File: src/rtl/usb_serial_pkg.sv
// Shared types and defaults for the USB serial IN-endpoint scheduler.
package usb_serial_pkg;

  localparam int MAX_PKT_DEFAULT      = 64;
  localparam int FLUSH_CYCLES_DEFAULT = 48000;
  localparam int TIMER_W              = 16;

  typedef enum logic [2:0] {
    ST_IDLE,
    ST_REQ,
    ST_FILL,
    ST_DONE,
    ST_WAIT_ACK
  } state_e;

endpackage

File: src/rtl/usb_idle_timer.sv
// Saturating idle counter; expired flags the cycle the count reaches COUNT and stays up while it holds there.
module usb_idle_timer
  import usb_serial_pkg::*;
#(
  parameter logic [TIMER_W-1:0] COUNT = TIMER_W'(FLUSH_CYCLES_DEFAULT - 1)
) (
  input  logic clk,
  input  logic reset,
  input  logic clear,
  input  logic enable,
  output logic expired
);

  logic [TIMER_W-1:0] count_q;
  logic [TIMER_W-1:0] count_d;

  always_comb begin
    count_d = count_q;
    if (clear) begin
      count_d = '0;
    end else if (enable && (count_q != COUNT)) begin
      count_d = count_q + TIMER_W'(1);
    end
  end

  // Expiry looks at the value being loaded, so the owner reacts on the cycle the count is reached.
  assign expired = enable && !clear && (count_d == COUNT);

  always_ff @(posedge clk or negedge reset) begin
    if (!reset) begin
      count_q <= '0;
    end else begin
      count_q <= count_d;
    end
  end

endmodule

File: src/rtl/usb_serial_in_sched.sv
// Moves bytes from a show-ahead tx FIFO into USB IN packets, closing on full, idle flush or SOF, with ZLP after full packets.
module usb_serial_in_sched
  import usb_serial_pkg::*;
#(
  parameter int MAX_PKT      = MAX_PKT_DEFAULT,
  parameter int FLUSH_CYCLES = FLUSH_CYCLES_DEFAULT
) (
  input  logic       clk,
  input  logic       reset,
  input  logic [7:0] fifo_data,
  input  logic       fifo_avail,
  output logic       fifo_pop,
  input  logic       sof_valid,
  output logic       in_ep_req,
  input  logic       in_ep_grant,
  input  logic       in_ep_data_free,
  output logic       in_ep_data_put,
  output logic [7:0] in_ep_data,
  output logic       in_ep_data_done,
  output logic       in_ep_stall,
  input  logic       in_ep_acked,
  output logic       busy
);

  localparam logic [6:0]         MAX_CNT  = 7'(MAX_PKT);
  localparam logic [TIMER_W-1:0] FLUSH_TC = TIMER_W'(FLUSH_CYCLES - 1);

  state_e     state_q, state_d;
  logic [6:0] byte_cnt_q, byte_cnt_d;
  logic       zlp_pend_q, zlp_pend_d;
  logic       put;
  logic       timer_clear;
  logic       timer_en;
  logic       timer_expired;

  // The put is combinational on the FIFO head so a byte moves on the same cycle it is seen.
  assign put = (state_q == ST_FILL) && in_ep_grant && in_ep_data_free && fifo_avail
               && (byte_cnt_q < MAX_CNT);

  assign timer_en    = (state_q == ST_FILL);
  assign timer_clear = (state_q != ST_FILL) || put;

  usb_idle_timer #(
    .COUNT(FLUSH_TC)
  ) u_idle_timer (
    .clk    (clk),
    .reset  (reset),
    .clear  (timer_clear),
    .enable (timer_en),
    .expired(timer_expired)
  );

  always_comb begin
    state_d    = state_q;
    byte_cnt_d = byte_cnt_q;
    zlp_pend_d = zlp_pend_q;
    case (state_q)
      ST_IDLE: begin
        if (fifo_avail || zlp_pend_q) state_d = ST_REQ;
      end
      ST_REQ: begin
        if (in_ep_grant && in_ep_data_free) begin
          state_d    = ST_FILL;
          byte_cnt_d = '0;
        end
      end
      ST_FILL: begin
        if (put) begin
          byte_cnt_d = byte_cnt_q + 7'd1;
          zlp_pend_d = 1'b0;
        end
        // A single close decision covers full, flush and SOF together, so coincident causes give one DONE.
        if ((put && (byte_cnt_d == MAX_CNT)) || (!fifo_avail && (timer_expired || sof_valid))) begin
          state_d = ST_DONE;
        end
      end
      ST_DONE: begin
        zlp_pend_d = (byte_cnt_q == MAX_CNT);
        state_d    = ST_WAIT_ACK;
      end
      ST_WAIT_ACK: begin
        if (in_ep_acked) state_d = ST_IDLE;
      end
      default: state_d = ST_IDLE;
    endcase
  end

  always_ff @(posedge clk or negedge reset) begin
    if (!reset) begin
      state_q    <= ST_IDLE;
      byte_cnt_q <= '0;
      zlp_pend_q <= 1'b0;
    end else begin
      state_q    <= state_d;
      byte_cnt_q <= byte_cnt_d;
      zlp_pend_q <= zlp_pend_d;
    end
  end

  assign fifo_pop        = put;
  assign in_ep_data_put  = put;
  assign in_ep_data      = put ? fifo_data : 8'h00;
  assign in_ep_data_done = (state_q == ST_DONE);
  assign in_ep_req       = (state_q != ST_IDLE);
  assign busy            = (state_q != ST_IDLE);
  assign in_ep_stall     = 1'b0;

endmodule

File: config.mk
export PLATFORM = sky130hd
export DESIGN_NAME = usb_serial_in_sched
export DESIGN_NICKNAME = d
export VERILOG_FILES = /design/src/rtl/usb_serial_pkg.sv /design/src/rtl/usb_idle_timer.sv /design/src/rtl/usb_serial_in_sched.sv
export SDC_FILE = /design/constraint.sdc
export NUM_CORES = 1
export LEC_CHECK = 0
export BUFFER_PORTS_ARGS = -buffer_cell sky130_fd_sc_hd__buf_2
export CORE_ASPECT_RATIO = 2
export CORE_MARGIN = 2
export CORE_UTILIZATION = 63
export CTS_BUF_LIST = sky130_fd_sc_hd__clkbuf_2
export CTS_CLUSTER_DIAMETER = 120
export DETAILED_ROUTE_END_ITERATION = 7
export GPL_TIMING_DRIVEN = 1
export PLACE_DENSITY = 0.87
export SLEW_MARGIN = 20
export SYNTH_ARGS = -nofsm -noshare
export SYNTH_HDL_FRONTEND = slang
export SYNTH_SLANG_ARGS = --single-unit
File: constraint.sdc
create_clock -name clk -period 6.5 [get_ports clk]
set_input_delay 0.65 -clock clk [delete_from_list [all_inputs] [get_ports clk]]
set_output_delay 0.65 -clock clk [all_outputs]
set_load 0.05 [all_outputs]
==> flow_summary.json, run 1 <==
{
  "place_congestion": 0.924,
  "grt_pass1_wl_mm": 7.33,
  "postCtsSetupRepairBufs": 0,
  "boundaryPins": 29,
  "ys_seq_area_frac": 0.368,
  "grt_use_total": 0.278,
  "wire_per_inst_um": 17.4,
  "finalNonFillerCells": 257,
  "synth_commonest_cells": "dfrtp_1 (27), nor2_1 (20), nand2_1 (16), and2_1 (12), nand3_1 (10)",
  "drc": 0,
  "hold_path_class": "input pin to asynchronous set/reset pin",
  "grt_setup_unrepaired": "false",
  "synth_edf_count": 0,
  "row_count": 27,
  "antenna_found_initial": 0,
  "setup-violations-final": 0,
  "dpl.hpwl_mm": 3.49,
  "cts-resized-gates": 0,
  "cts_sinks": 27,
  "synthArstFlopShare": 1.00,
  "worstSetupEndpointType": "primary output",
  "areaGrowthSynthToFinish_pct": 6.94,
  "postCtsHoldBufs": 0,
  "top_layer_used": "met4",
  "status": "completed",
  "fillCellCount": 220,
  "start_kind": "flop",
  "grt-ovfl-total": 0,
  "tritoncts": "built",
  "cts-root-buf": "clkbuf_2",
  "routed-wl-met2_mm": 2.52,
  "p_total_w": 0.000448,
  "regArea_um2": 676,
  "ys_warn_count": 0,
  "die_w_um": 42.2,
  "startpoint": "state_q[1]$_DFFE_PN0P_",
  "slew_violations": 0,
  "clockBufferDepth": 2,
  "syn_inst": 208,
  "fmax_mhz": 326,
  "grt_pass1_vias": 1669,
  "initial_core_util": 0.664,
  "dieHeight_um": 80.4,
  "synth_top_cell_area_share": 0.368,
  "p_leak_nw": 0.834,
  "synth_most_common_cell": "dfrtp_1",
  "wl_met1_mm": 1.59,
  "slew_headroom": 0.554,
  "postRouteAntennaNets": 0,
  "first_pass_iters": 4,
  "multi_input_area_um2": 1070,
  "num_vias": 1686,
  "ys_types": 53,
  "setup_slack_ns": 3.43,
  "grt_start_max_net_pins": 28,
  "ys.flop_type": "dfrtp_1",
  "ir_drop_mv": 0.345,
  "cap_violations": 0,
  "worstPathMaxFanout": 12,
  "avgSynthCellArea_um2": 8.84,
  "core-area_um2": 2770,
  "worstPathArrival_ns": 2.42,
  "skew_ns": 0.00511,
  "finalCritPeriodShare": 0.472,
  "path_class": "flop to primary output",
  "yosys.area.top_type": "dfrtp_1",
  "avgViaCountPerCell": 6.56,
  "place_inst": 253,
  "drt-total-wl_mm": 4.47,
  "cp.required_ns": 5.85,
  "numCtsBuffers": 3,
  "h-tree-depth": 1,
  "tns_ns": 0,
  "place_ws_ns": 3.90,
  "p_per_area_nw_per_um2": 228,
  "synth.ff_latch_count": 27,
  "syn-cell-area_um2": 1840,
  "nets": 247,
  "diodes": 0,
  "drive_gt1_frac": 0.189,
  "clkLatencyLatePin_ns": 0.38,
  "hold_violations": 0,
  "worstMarginPinSlew_ns": 0.669,
  "rr_startpoint": "state_q[1]$_DFFE_PN0P_",
  "synth_nets": 226,
  "clk_pin_slew_ns": 0.27,
  "numPortBuffers": 27,
  "met3_length_um": 198,
  "synthTopCellsByArea": "dfrtp_1 (37%), and2_1 (4.1%), nor2_1 (4.1%)",
  "post-route-min-period_ns": 3.07,
  "drt_iter0_markers": 74,
  "die_area_um2": 3390
}
[cell type report]
| type | count | area share |
|---|---|---|
| clock buffers | 3 | 0.00764 |
| clock inverters | 1 | 0.00382 |
| inverters | 8 | 0.0153 |
| multi-input cells | 162 | 0.542 |
| flip-flops and latches | 27 | 0.344 |
| well taps | 29 | 0.0185 |
| repair buffers | 27 | 0.0687 |
[report_power, final]
group	switching, W	leakage [nW]	internal [W]	total [W]
clock	0.0000546	0.0126	0.0000142	0.0000688
combinational	0.000116	0.449	0.0000525	0.000169
sequential	0.0000273	0.372	0.000184	0.000211
[sequential cells by signal, summed over array words and instances, names as in the netlist]
signal                count
state_q                   3
zlp_pend_q                1
byte_cnt_q                7
u_idle_timer.count_q     16
[metrics by stage]
stage               instance area [um^2]   util  hold WS, ns
detailed placement                  1940  0.701        0.474
floorplan                           1840      -        0.354
CTS                                 1970  0.710        0.231
global placement                    1940  0.701        0.471
global route                        1970  0.710        0.251
finish                              1970  0.710        0.219
[path summary, 6_finish.rpt]
check	to	slack [ns]	cells after the start
worst min register to register	zlp_pend_q$_DFFE_PN0P_	0.53	2
max in group asynchronous	u_idle_timer.count_q[9]$_DFF_PN0_	5.88	1
worst min-delay path	u_idle_timer.count_q[2]$_DFF_PN0_	0.22	1
worst max-delay path	in_ep_data[4]	3.43	6
worst max register to register	state_q[0]$_DFFE_PN0P_	3.95	6
min in group clk	state_q[0]$_DFFE_PN0P_	0.45	2
[critical path: stages (launching register included)]
cell     delay [ns]
dfrtp_1        0.55
nor2b_1        0.22
nor2b_1        0.41
nand2_1        0.20
inv_1          0.25
and2_1         0.16
buf_2          0.26
[layout by cell type, fill, tap and decap left out, types with 3 or more instances in the layout]
cell type,Yosys,layout
o21a_1,3,3
ha_1,3,3
buf_2,2,27
o21ai_0,8,8
clkbuf_2,0,3
nand2_1,16,16
dfrtp_1,27,27
a21oi_1,9,9
nor2_1,20,20
nor4_1,7,7
xnor2_1,5,5
nand4_1,3,3
inv_1,8,8
nand3_1,10,10
a31oi_1,5,5
and2_1,12,12
xor2_1,8,8
o31ai_1,4,4
a211oi_1,3,3
[metal layers]
layer | track usage | vias up
li1 | - | 800
met5 | 0 | -
met2 | 0.526 | 64
met4 | 0.159 | 0
met3 | 0.0315 | 15
met1 | 0.280 | 807
[kinds of logic (layout without fill, tap and decap cells)]
kind of cell	count (synthesis)	in the layout	share of synthesized area
AOI/OAI and AO/OA	49	49	0.189
xor gates and xnor gates	13	13	0.0619
adders and majority gates	3	3	0.0204
buffers and inverters	19	39	0.0524
DFF	27	27	0.368
muxes	2	2	0.0109
other	1	1	0.00204
and+or+nand+nor	94	94	0.295
Note: power is estimated with default switching activity, not from simulation.
==> inputs of run 2 (changes only) <==
--- a/config.mk
+++ b/config.mk
@@ -5,15 +5,16 @@
 export SDC_FILE = /design/constraint.sdc
 export NUM_CORES = 1
 export LEC_CHECK = 0
+export ABC_AREA = 1
 export BUFFER_PORTS_ARGS = -buffer_cell sky130_fd_sc_hd__buf_2
 export CORE_ASPECT_RATIO = 2
 export CORE_MARGIN = 2
-export CORE_UTILIZATION = 63
+export CORE_UTILIZATION = 53
 export CTS_BUF_LIST = sky130_fd_sc_hd__clkbuf_2
 export CTS_CLUSTER_DIAMETER = 120
 export DETAILED_ROUTE_END_ITERATION = 7
 export GPL_TIMING_DRIVEN = 1
-export PLACE_DENSITY = 0.87
+export PLACE_DENSITY = 0.78
 export SLEW_MARGIN = 20
 export SYNTH_ARGS = -nofsm -noshare
 export SYNTH_HDL_FRONTEND = slang
==> constraint.sdc (replaced) <==
create_clock -name clk -period 2.77 [get_ports clk]
set_input_delay 0.277 -clock clk [delete_from_list [all_inputs] [get_ports clk]]
set_output_delay 0.277 -clock clk [all_outputs]
set_load 0.05 [all_outputs]
==> run 2 against run 1 <==
Register-to-register slack worse by 3.5 ns. Cell area up 6.4%. Worst hold slack better by 0.017 ns. Critical endpoint is now in_ep_data_put. Highest routed layer unchanged.
==> flow_summary.json, run 2 <==
{
  "worstHoldPathCells": 4,
  "p_per_area_nw_per_um2": 527,
  "drc": 0,
  "hold_violations": 0,
  "avgViaCountPerCell": 5.14,
  "cap_violations": 0,
  "fmax_mhz": 407,
  "synth_edf_count": 0,
  "dieHeight_um": 89.0,
  "skew_ns": 0.0294,
  "place_inst": 344,
  "worstMarginPinSlew_ns": 0.616,
  "drive_gt1_frac": 0.183,
  "antenna_found_initial": 0,
  "rr_startpoint": "u_idle_timer.count_q[0]$_DFF_PN0_",
  "synthArstFlopShare": 1.00,
  "worstSetupEndpointType": "primary output",
  "nets": 320,
  "utilization": 0.612,
  "ys_seq_area_frac": 0.353,
  "slew_violations": 0,
  "swShare": 0.458,
  "grt_setup_unrepaired": "false",
  "cts-root-buf": "clkbuf_2",
  "switching_power_w": 0.000505,
  "areaGrowthSynthToFinish_pct": 9.21,
  "path_class": "flop to primary output",
  "wire_per_inst_um": 13.3,
  "status": "completed",
  "grt_use_total": 0.267,
  "syn_inst": 275,
  "worstPathMaxFanout": 14,
  "largest_reg_flops": 16,
  "cp.required_ns": 2.49,
  "p_int_w": 0.000598,
  "synth.ff_latch_count": 27,
  "dpl.hpwl_mm": 3.74,
  "cts_sinks": 27,
  "ys_types": 31,
  "yosys.area.top_type": "dfrtp_1",
  "synth_top_cell_area_share": 0.353,
  "final_cell_mix": "nand2_1 (66), inv_1 (46), nor2_1 (36)",
  "finalNonFillerCells": 349,
  "tritoncts": "built",
  "finalCritPeriodShare": 0.887,
  "regMostFlops": "u_idle_timer.count_q",
  "synth_nets": 293,
  "diodes": 0,
  "reg.largest.list": "u_idle_timer.count_q (16), byte_cnt_q (7), state_q (3)",
  "clk_pin_slew_ns": 0.26,
  "grt_pass1_vias": 1780,
  "synthTopCellsByArea": "dfrtp_1 (35%), nand2_1 (13%), inv_1 (9.0%)",
  "numPortBuffers": 27,
  "cts-resized-gates": 0,
  "ys.flop_type": "dfrtp_1",
  "initial_core_util": 0.561,
  "start_kind": "flop",
  "postRouteAntennaNets": 0,
  "row_count": 30,
  "clockBufferDepth": 2,
  "numCtsBuffers": 3,
  "ys_warn_count": 0,
  "synth_commonest_cells": "nand2_1 (66), inv_1 (46), nor2_1 (36), dfrtp_1 (27), nand3_1 (20)",
  "combPwrFrac": 0.421,
  "p_leak_nw": 1.09,
  "drt-total-wl_mm": 4.66,
  "clkLatencyLatePin_ns": 0.37,
  "syn-cell-area_um2": 1920,
  "grt_pass1_wl_mm": 8.05,
  "place_congestion": 0.879,
  "grt-ovfl-total": 0,
  "setup-violations-final": 0,
  "layout.cells.most_common": "nand2_1",
  "tns_ns": 0,
  "avgSynthCellArea_um2": 6.97,
  "post-route-min-period_ns": 2.46,
  "worstPathArrival_ns": 2.18,
  "synth_most_common_cell": "nand2_1",
  "startpoint": "state_q[2]$_DFFE_PN0P_",
  "hp-start": "in_ep_grant",
  "die_area_um2": 4140,
  "hold_path_class": "input pin to flop",
  "grt_start_max_net_pins": 28,
  "die_w_um": 46.5,
  "first_pass_iters": 4,
  "core-area_um2": 3420,
  "reg2reg_depth": 17,
  "h-tree-depth": 1,
  "slew_headroom": 0.590,
  "drt_iter0_markers": 61,
  "p_clk_frac": 0.138,
  "ir_drop_mv": 0.620,
  "boundaryPins": 29,
  "seqPwrFrac": 0.441,
  "num_vias": 1793
}
## run 2: changes by cell type after synthesis, moves of 6 or more
cell | previous run | this run
nand2_1 | 16 | 66
inv_1 | 8 | 46
nor2_1 | 20 | 36
and2_1 | 12 | 0
nand3_1 | 10 | 20
nand2_2 | 0 | 6
## run 2: final cells by class
type / count / area (um^2)
Tap cell: 48 / 60.1
Fill cell: 318 / 1320
Inverter: 48 / 180
Sequential cell: 27 / 676
Multi-Input combinational cell: 194 / 1010
Timing Repair Buffer: 28 / 145
Clock buffer: 4 / 20.0
## run 2: worst paths after layout
kind | to | slack, ns
worst max-delay path | in_ep_data_put | 0.31
worst min-delay path | byte_cnt_q[6]$_DFFE_PN0P_ | 0.24
worst max register to register | state_q[0]$_DFFE_PN0P_ | 0.43
worst min register to register | byte_cnt_q[6]$_DFFE_PN0P_ | 0.57
max in group asynchronous | byte_cnt_q[1]$_DFFE_PN0P_ | 1.93
min in group asynchronous | u_idle_timer.count_q[7]$_DFF_PN0_ | 0.42
## run 2: what timing repair did
action | 4_1_cts | 5_1_grt
buffers inserted | 0 | 0
endpoints found under the setup margin | 0 | 0
hold endpoints to repair | 27 | 0
hold buffers | 1 | 0
## run 2: power by group through the flow
stage | clock network [W] | logic [W] | registers, W
2_1_floorplan | 0 | 0.000377 | 0.000482
3_3_place_gp | 0 | 0.000457 | 0.000489
3_5_place_dp | 0 | 0.000465 | 0.000492
4_1_cts | 0.000156 | 0.000467 | 0.000484
5_1_grt | 0.000169 | 0.000516 | 0.000491
6_report | 0.000152 | 0.000464 | 0.000486
## run 2: layer usage
layer / track usage / part of all wire / vias up
li1: - / - / 916
met1: 0.287 / 0.36 / 826
met2: 0.496 / 0.59 / 41
met3: 0.0121 / 0.021 / 10
met4: 0.135 / 0.031 / 0
met5: 0 / 0 / -
## run 2: per-stage QoR
| stage | power, W | hold WS, ns | instance area, um^2 | setup slack (ns) |
|---|---|---|---|---|
| final | 0.00110 | 0.236 | 2090 | 0.313 |
| after global routing | 0.00118 | 0.278 | 2090 | 0.146 |
| after CTS | 0.00111 | 0.236 | 2090 | 0.297 |
| after detailed placement | 0.000957 | 0.314 | 2060 | 0.461 |
| after global placement | 0.000946 | 0.309 | 2060 | 0.474 |
| after floorplan | 0.000859 | -0.0186 | 1920 | 0.645 |
## run 2: kinds of logic after synthesis
family,count (synthesis),share of synthesized area
xor+xnor,6,0.0274
fa+ha+maj,3,0.0196
flops,27,0.353
simple gates,160,0.399
other cells,1,0.00196
compound gates,24,0.0797
buf+inv,54,0.120
## run 2: worst max-delay path, stage by stage, from the launching register on
cell and delay [ns]:
dfrtp_1 0.52, nor2_4 0.15, nand2_4 0.11, nor3_1 0.21, nand2_1 0.32, inv_1 0.21, buf_2 0.29
